[src/rtl/ram_arb.sv]
// ram_arb: shares the single data port of the unified RAM between the
// byte-wide UART host loader and the word-wide hxd32 CPU data port.
//
// Functions:
//   - round-robin arbitration between host and CPU (host exclusive mode
//     locks the CPU out while it is held in reset)
//   - byte-lane steering of host accesses onto the 32-bit RAM port
//   - routing of RAM read data back to whichever requester issued the read
//   - saturating count of CPU stall cycles
//
// Ports:
//   clk_i, rst_n_i            clock, asynchronous active-low reset
//   host_excl_i               host exclusive mode (CPU never granted)
//   host_*                    host request/grant/read-return (byte wide)
//   cpu_*                     CPU request/grant/read-return (word wide)
//   mem_*                     RAM data port; read data arrives one cycle
//                             after the read strobe
//   stall_cnt_o               saturating count of CPU stall cycles
module ram_arb #(
  parameter int XLEN = 32
) (
  input  logic            clk_i,
  input  logic            rst_n_i,
  input  logic            host_excl_i,
  input  logic            host_req_i,
  input  logic            host_we_i,
  input  logic [XLEN-1:0] host_addr_i,
  input  logic [7:0]      host_wr_data_i,
  output logic            host_gnt_o,
  output logic [7:0]      host_rd_data_o,
  output logic            host_rd_vld_o,
  input  logic            cpu_req_i,
  input  logic            cpu_we_i,
  input  logic [XLEN-1:0] cpu_addr_i,
  input  logic [XLEN-1:0] cpu_wr_data_i,
  input  logic [3:0]      cpu_byte_en_i,
  output logic            cpu_gnt_o,
  output logic [XLEN-1:0] cpu_rd_data_o,
  output logic            cpu_rd_vld_o,
  output logic            mem_en_o,
  output logic [3:0]      mem_we_o,
  output logic [XLEN-3:0] mem_addr_o,
  output logic [XLEN-1:0] mem_wr_data_o,
  input  logic [XLEN-1:0] mem_rd_data_i,
  output logic [15:0]     stall_cnt_o
);

  // 1 = the host won the most recent counted transfer.
  logic        last_host;
  logic        last_upd;
  logic        rd_gnt;
  logic        vld_p1;
  logic        rd_host_p1;
  logic [1:0]  rd_lane_p1;
  logic [15:0] stall_cnt;
  logic [1:0]  cpu_addr_unused;

  // Word addressing: the CPU's byte offset is irrelevant to the RAM.
  assign cpu_addr_unused = cpu_addr_i[1:0];

  function automatic logic [15:0] sat_inc16(input logic [15:0] v);
    return (v == 16'hFFFF) ? v : v + 16'd1;
  endfunction

  // Grants: exclusive mode hands the port to the host outright; otherwise a
  // lone requester wins, and on a tie the loser of the last transfer wins.
  always_comb begin
    host_gnt_o = 1'b0;
    cpu_gnt_o  = 1'b0;
    if (host_excl_i) begin
      host_gnt_o = host_req_i;
    end else begin
      host_gnt_o = host_req_i & (~cpu_req_i | ~last_host);
      cpu_gnt_o  = cpu_req_i  & (~host_req_i | last_host);
    end
  end

  // Uncontested exclusive-mode grants leave the pointer alone so the CPU
  // keeps its place in the rotation once exclusive mode ends.
  assign last_upd = (host_gnt_o | cpu_gnt_o) & ~(host_excl_i & ~cpu_req_i);
  assign rd_gnt   = (host_gnt_o & ~host_we_i) | (cpu_gnt_o & ~cpu_we_i);

  // RAM port steering; with no grant the host fields are presented.
  always_comb begin
    mem_en_o      = host_gnt_o | cpu_gnt_o;
    mem_addr_o    = host_addr_i[XLEN-1:2];
    mem_wr_data_o = {4{host_wr_data_i}};
    mem_we_o      = 4'b0000;
    if (cpu_gnt_o) begin
      mem_addr_o    = cpu_addr_i[XLEN-1:2];
      mem_wr_data_o = cpu_wr_data_i;
      mem_we_o      = cpu_we_i ? cpu_byte_en_i : 4'b0000;
    end else if (host_gnt_o) begin
      mem_we_o = host_we_i ? (4'b0001 << host_addr_i[1:0]) : 4'b0000;
    end
  end

  // ---- stage p0 -> p1: grant edge, read owner captured ----
  always_ff @(posedge clk_i or negedge rst_n_i) begin
    if (!rst_n_i) begin
      last_host  <= 1'b0;
      vld_p1     <= 1'b0;
      rd_host_p1 <= 1'b0;
      stall_cnt  <= 16'd0;
    end else begin
      if (last_upd) begin
        last_host <= host_gnt_o;
      end
      vld_p1     <= rd_gnt;
      rd_host_p1 <= host_gnt_o;
      if (cpu_req_i && !cpu_gnt_o) begin
        stall_cnt <= sat_inc16(stall_cnt);
      end
    end
  end

  always_ff @(posedge clk_i) begin
    rd_lane_p1 <= host_addr_i[1:0];
  end

  // ---- stage p1: RAM read data returned to its owner ----
  assign host_rd_vld_o  = vld_p1 & rd_host_p1;
  assign cpu_rd_vld_o   = vld_p1 & ~rd_host_p1;
  assign cpu_rd_data_o  = mem_rd_data_i;
  assign host_rd_data_o = mem_rd_data_i[{rd_lane_p1, 3'b000} +: 8];
  assign stall_cnt_o    = stall_cnt;

endmodule

[config.mk]
export PLATFORM = sky130hd
export DESIGN_NAME = ram_arb
export DESIGN_NICKNAME = d
export VERILOG_FILES = /design/src/rtl/ram_arb.sv
export SDC_FILE = /design/constraint.sdc
export NUM_CORES = 1
export LEC_CHECK = 0
export ABC_AREA = 1
export CAP_MARGIN = 0
export CORE_AREA = 2 2 106 108
export CTS_CLUSTER_SIZE = 25
export DETAILED_ROUTE_END_ITERATION = 16
export DIE_AREA = 0 0 108 110
export DONT_BUFFER_PORTS = 1
export GPL_TIMING_DRIVEN = 1
export PLACE_DENSITY = 0.45
export RECOVER_POWER = 25
export SKIP_LAST_GASP = 1
export SLEW_MARGIN = 20
export SYNTH_ARGS = -nofsm -noshare
export SYNTH_HDL_FRONTEND = slang
export SYNTH_SLANG_ARGS = --single-unit
[constraint.sdc]
create_clock -name clk_i -period 2 [get_ports clk_i]
set_input_delay 0.1 -clock clk_i [delete_from_list [all_inputs] [get_ports clk_i]]
set_output_delay 0.1 -clock clk_i [all_outputs]
set_load 0.01 [all_outputs]
Yosys cells after proc, flatten, opt, wreduce, memory -nomap -nowiden

Index checks and enable logic that the tools add are counted.

Flip-flop bits (word level): 21
Output and inout port bits: 127
Input bits: 147
Word-level logic and storage cells: 40

Add/subtract/negate cells: 1
Shift operators: 2
Bitwise operators: 20
Multiplexer cells: 8
Eq/ne operators: 1
Reduce and logical (&&, ||, !) cells: 3

Operators by type and width:

| cell                  | count |
|---|---|
| $mux 32               | 1 |
| $shiftx 32x6->8       | 1 |
| $mux 30               | 1 |
| $add 16x1->16 const B | 1 |
| $eq 16x16->1 const B  | 1 |
| $mux 4                | 4 |
| $and 1x1->1           | 8 |
| $not 1->1             | 8 |
| $or 1x1->1            | 4 |
| $shl 1x2->4 const A   | 1 |
| $mux 1                | 2 |
| $reduce_and 2->1      | 1 |
| $logic_and 1x1->1     | 1 |
| $logic_not 1->1       | 1 |

Longest topological paths before layout

Depth in word-level cells: 7
Gate-level depth with buffers: 9
Mapped depth without buffers: 9

Worst setup path before layout

Ideal clock, no wire load.

Path kind: register -> register
Start point: register stall_cnt[0], in the netlist stall_cnt_o[0]
End point: register stall_cnt[11], in the netlist stall_cnt_o[11]
Library setup time: 0.074 ns
Required time: 1.926 ns
Clock period less this slack: 1.435 ns
Cell stages (with the launch flop): 10
Path slack: 0.565 ns
Path buffers: 1
Arrival time: 1.362 ns
Cell sequence: dfrtp_1 ha_1 nand3_2 inv_2 nand2_4 nor2_4 nor2_2 buf_6 nand2_2 o21ai_2

Longest elaborated chain between the ends: 3
Elaborated cells between the ends (all ways): 4
Those cells by class: add/sub (1); eq/ne (1); bitwise (1); reduce/logical (1)

RTL lines:

| what                                                  | line | RTL |
|---|---|---|
| start: declaration                                    | 55   | `logic [15:0] stall_cnt;` |
| start signal: assignment                              | 112  | `stall_cnt <= sat_inc16(stall_cnt);` |
| branches (longest 3 deep; another with $add 16x1->16) | --   |  |

Several ways; the timed one is not identified.
A chain may end at the register's enable or synchronous reset.

Worst setup path after layout

Start point: register last_host
End point: register vld_p1

Longest elaborated chain between the ends: 6
Elaborated cells between the ends (all ways): 10
Those cells by class: mux (2); bitwise (8)

RTL lines:

| what                     | line | RTL |
|---|---|---|
| start: declaration       | 49   | `logic last_host;` |
| start signal: assignment | 107  | `last_host <= host_gnt_o;` |
| $not 1->1                | 73   | `host_gnt_o = host_req_i & (~cpu_req_i \| ~last_host);` |
| $or 1x1->1               | 73   |  |
| $and 1x1->1              | 73   |  |
| $mux 1                   | 70   | `if (host_excl_i) begin` |
| $and 1x1->1              | 81   | `assign rd_gnt = (host_gnt_o & ~host_we_i) \| (cpu_gnt_o & ~cpu_we_i);` |
| $or 1x1->1 (*)           | 81   |  |
| named net rd_gnt         | 51   | `logic rd_gnt;` |
| end signal: assignment   | 109  | `vld_p1 <= rd_gnt;` |
| end: declaration         | 52   | `logic vld_p1;` |

Mark *: on every way through the listed nets, which the timed path passes. The rest lies on a longest branch.

==> summary.md <==
| Metric | Value |
|---|---|
| Nets | `around 550` |
| Initial antenna violation count | `0` |
| CP delay by family, top | `buffers and inverters` |
| Main combinational cell family by area after synthesis | `simple AND/OR/NAND/NOR gates` |
| Tmin final | `1.80 ns` |
| CP bufs+invs | `3` |
| Overflow after GRT | `0` |
| Seq/Total Area, Yosys | `21.1%` |
| Reg area | `515 µm²` |
| Fin. max-slew vios | `0` |
| Peak VDD IR | `between 0.0002 and 0.00025 V` |
| Post-DP Area | `2320 µm²` |
| PwrDens | `616 nW/µm²` |
| RSZ-0062 raised after global routing | `no` |
| Setup violators final | `0` |
| Via count | `2,524` |
| Setup ws final | `0.196 ns` |
| Syn Area/Cell | `5.69 µm²` |
| Root Buffer | `clkbuf_8` |
| Required @ worst endpoint | `around 2.2 ns` |
| # fillers | `1,236` |
| Detailed Route WL | `9060 µm` |
| Count leader, synth | `nand2_1` |
| CTS buffer count | `3` |
| Reg2reg start | `last_host` |
| Post-Synth Adder-Cell Area | `0.513%` |
| Area of the multi-input gates | `1480 µm²` |
| LEAKAGE | `0.00126 µW` |
| Total Die Area | `11,900 µm²` |
| Critical-path top delay cell | `dlygate4sd3_1` |
| Hold_sp | `host_excl_i` |
| Antenna Cells | `0` |
| Starting density of the core | `22.8%` |
| Tcrit/Tclk final | `90.2%` |
| Complex-gate fraction of the synthesized area | `about 9%` |
| Worst R2R End | `vld_p1` |
| CTS tree | `built` |
| Max Cap Viol | `0` |
| Yosys cell types | `23` |
| Share of layout cells above drive strength 1 | `9.60%` |
| Cell Rows | `38` |
| Relative slew slack | `26.3%` |
| Mux contribution to synthesized area | `0%` |
| CTS sink cnt | `21` |
| Non-Filler Instances | `536` |
| DP Wirelength | `between 7000 and 8000 µm` |
| Vias in the first global route | `2,261` |
| Clock Path Buffers | `2` |
| Critical path's largest stage delay | `0.55 ns` |
| CP arrival | `1.95 ns` |
| CORE AREA | `~11,000 µm²` |
| Initial drt markers | `172` |
| Syn nets | `576` |
| Clk pin slew, worst setup/hold paths | `0.08 ns` |
| Final hold vios | `0` |
| Number of remaining DRC errors | `0` |
| Status | `finished, final reports clean` |
| Vias per std cell | `4.71` |
| Synth warn | `0` |
| Num ports | `274` |
| Synth Area in Simple Gates | `48.9%` |
| Worst-Skew Late Latency | `between 0.2 and 0.3 ns` |
| Netlist area before placement | `around 2400 µm²` |
| Crit path max fanout | `25` |
| Post-synth top flop | `dfrtp_1` |
| CP cell instances | `inv_1 > nand2_1 > nand2_4 > buf_4 > o22ai_1 > dlygate4sd3_1` |
| Post-Synthesis Cells | `428` |
| Htree depth | `1` |
| Area share of xor/xnor cells in the synthesized design | `2.16%` |
| Hold Path End | `last_host` |
| R2R setup slack | `between 0.15 and 0.2 ns` |
| Hold Path Depth | `3` |
| Largest net degree at the start of global routing | `68` |
| FFs w/ async S/R, synth | `90.5%` |
| Worst Skew | `0.00624 ns` |
| Port bufs | `0` |
| Die Span Y | `110 µm` |
| Share of the synthesized area in the top cell type | `33.9%` |
| Synth top cells by count | `nand2_1 (220), buf_4 (33), nor2_1 (29)` |
| DRT Pass-1 Iters | `5` |
| Crit path launch type | `flop` |
| FF-to-FF path depth | `6` |
| Gr usage total | `around 14%` |
| Pre-CTS WS | `0.394 ns` |
| CP endpoint kind | `flop` |
| TNS Setup | `0 ns` |
| Post-synth EDFFs | `0` |
| First-pass GRT wire length | `12,500 µm` |
| Hold Path Class | `in2reg` |
| Cell area after layout | `2430 µm²` |
| Avg WL per Cell | `about 17 µm` |
| Crit path kind | `reg2reg` |
| Flops & latches, synth | `21` |
| Worst Max-Slew Pin Slew | `1.11 ns` |
| GPL Wtd Cong | `0.796` |
| Synth area leaders | `nand2_1 (34%), dfrtp_1 (20%), buf_4 (10%), o21ai_0 (4.9%), nor2_1 (4.5%)` |
| Post-Place Cells | `526` |
| Largest area contributor in the synthesized netlist | `nand2_1` |
| Total design power | `1500 µW` |
| F_max | `around 550 MHz` |
| Post-CTS Setup Bufs | `0` |
| Die Wd | `108 µm` |
| Layout area overhead | `-0.411%` |
| ANT nets after route | `0` |
## where the power goes
group | switching, µW | internal (µW) | total [µW] | leakage (µW)
Combinational | 402 | 173 | 575 | 0.000977
Sequential | 137 | 492 | 629 | 0.000262
Clock | 150 | 142 | 292 | 0.0000228
## worst min-delay path, cell delays in order
cell,delay [ns]
nand2_1,0.05
nand2_1,0.05
o21ai_0,0.07
## cell type report
| type | count | area share [%] |
|---|---|---|
| clock buffers | 4 | 1.86 |
| inverters | 28 | 4.33 |
| multi-input cells | 332 | 61.1 |
| flip-flops and latches | 21 | 21.2 |
| well taps | 140 | 7.22 |
| repair buffers | 11 | 4.28 |
## sequential cells by signal (all words and copies together), names as in the netlist
signal       flops
last_host        1
stall_cnt_o     16
rd_lane_p1       2
rd_host_p1       1
vld_p1           1
## per-layer routing
layer  part of all wire [%]  global-route usage (%)  vias up
met5                      0                       0        -
met3                    8.8                    3.53       10
met1                     39                    17.0     1127
met4                    1.7                    3.57        0
li1                       -                       -     1220
met2                     51                    24.3      167
## how the worst max path moves through the flow
| stage | from | to | cells after the start |
|---|---|---|---|
| floorplan | stall_cnt_o[0] | stall_cnt_o[11] | 9 |
| global placement | stall_cnt_o[0] | stall_cnt_o[15] | 9 |
| detailed placement | stall_cnt_o[0] | stall_cnt_o[15] | 9 |
| CTS | last_host | vld_p1 | 6 |
| global route | last_host | vld_p1 | 6 |
| finish | last_host | vld_p1 | 6 |
## metrics by stage
stage | utilization [%] | hold slack [ns]
after floorplan | - | -0.196
after global placement | 21.7 | -0.195
after detailed placement | 21.7 | -0.195
after CTS | 22.6 | 0.0256
after global routing | 22.7 | 0.0483
final | 22.7 | 0.0426
## placed cells by master, fill, tap and decap left out, types with 6 or more instances in the layout
cell type	instances
dfrtp_1	19
inv_1	25
nand2_1	220
nand2_2	8
nand3_1	12
nor2_1	29
o21ai_0	24
o22ai_1	9
xor2_1	6
## logic make-up (layout without fill, tap and decap cells)
group           count (synthesis)  count (layout)
compound gates                 38              38
flops                          21              21
simple gates                  287             287
buf+inv                        75              43
xor+xnor                        6               6
fa+ha+maj                       1               1
## repair_timing
| action | in CTS | in global routing |
|---|---|---|
| gates resized for setup | 0 | 1 |
| hold buffers | 5 | 1 |
| hold endpoints to repair | 22 | 19 |
| setup endpoints to repair | 0 | 2 |
Note: power is estimated with default switching activity, not from simulation.
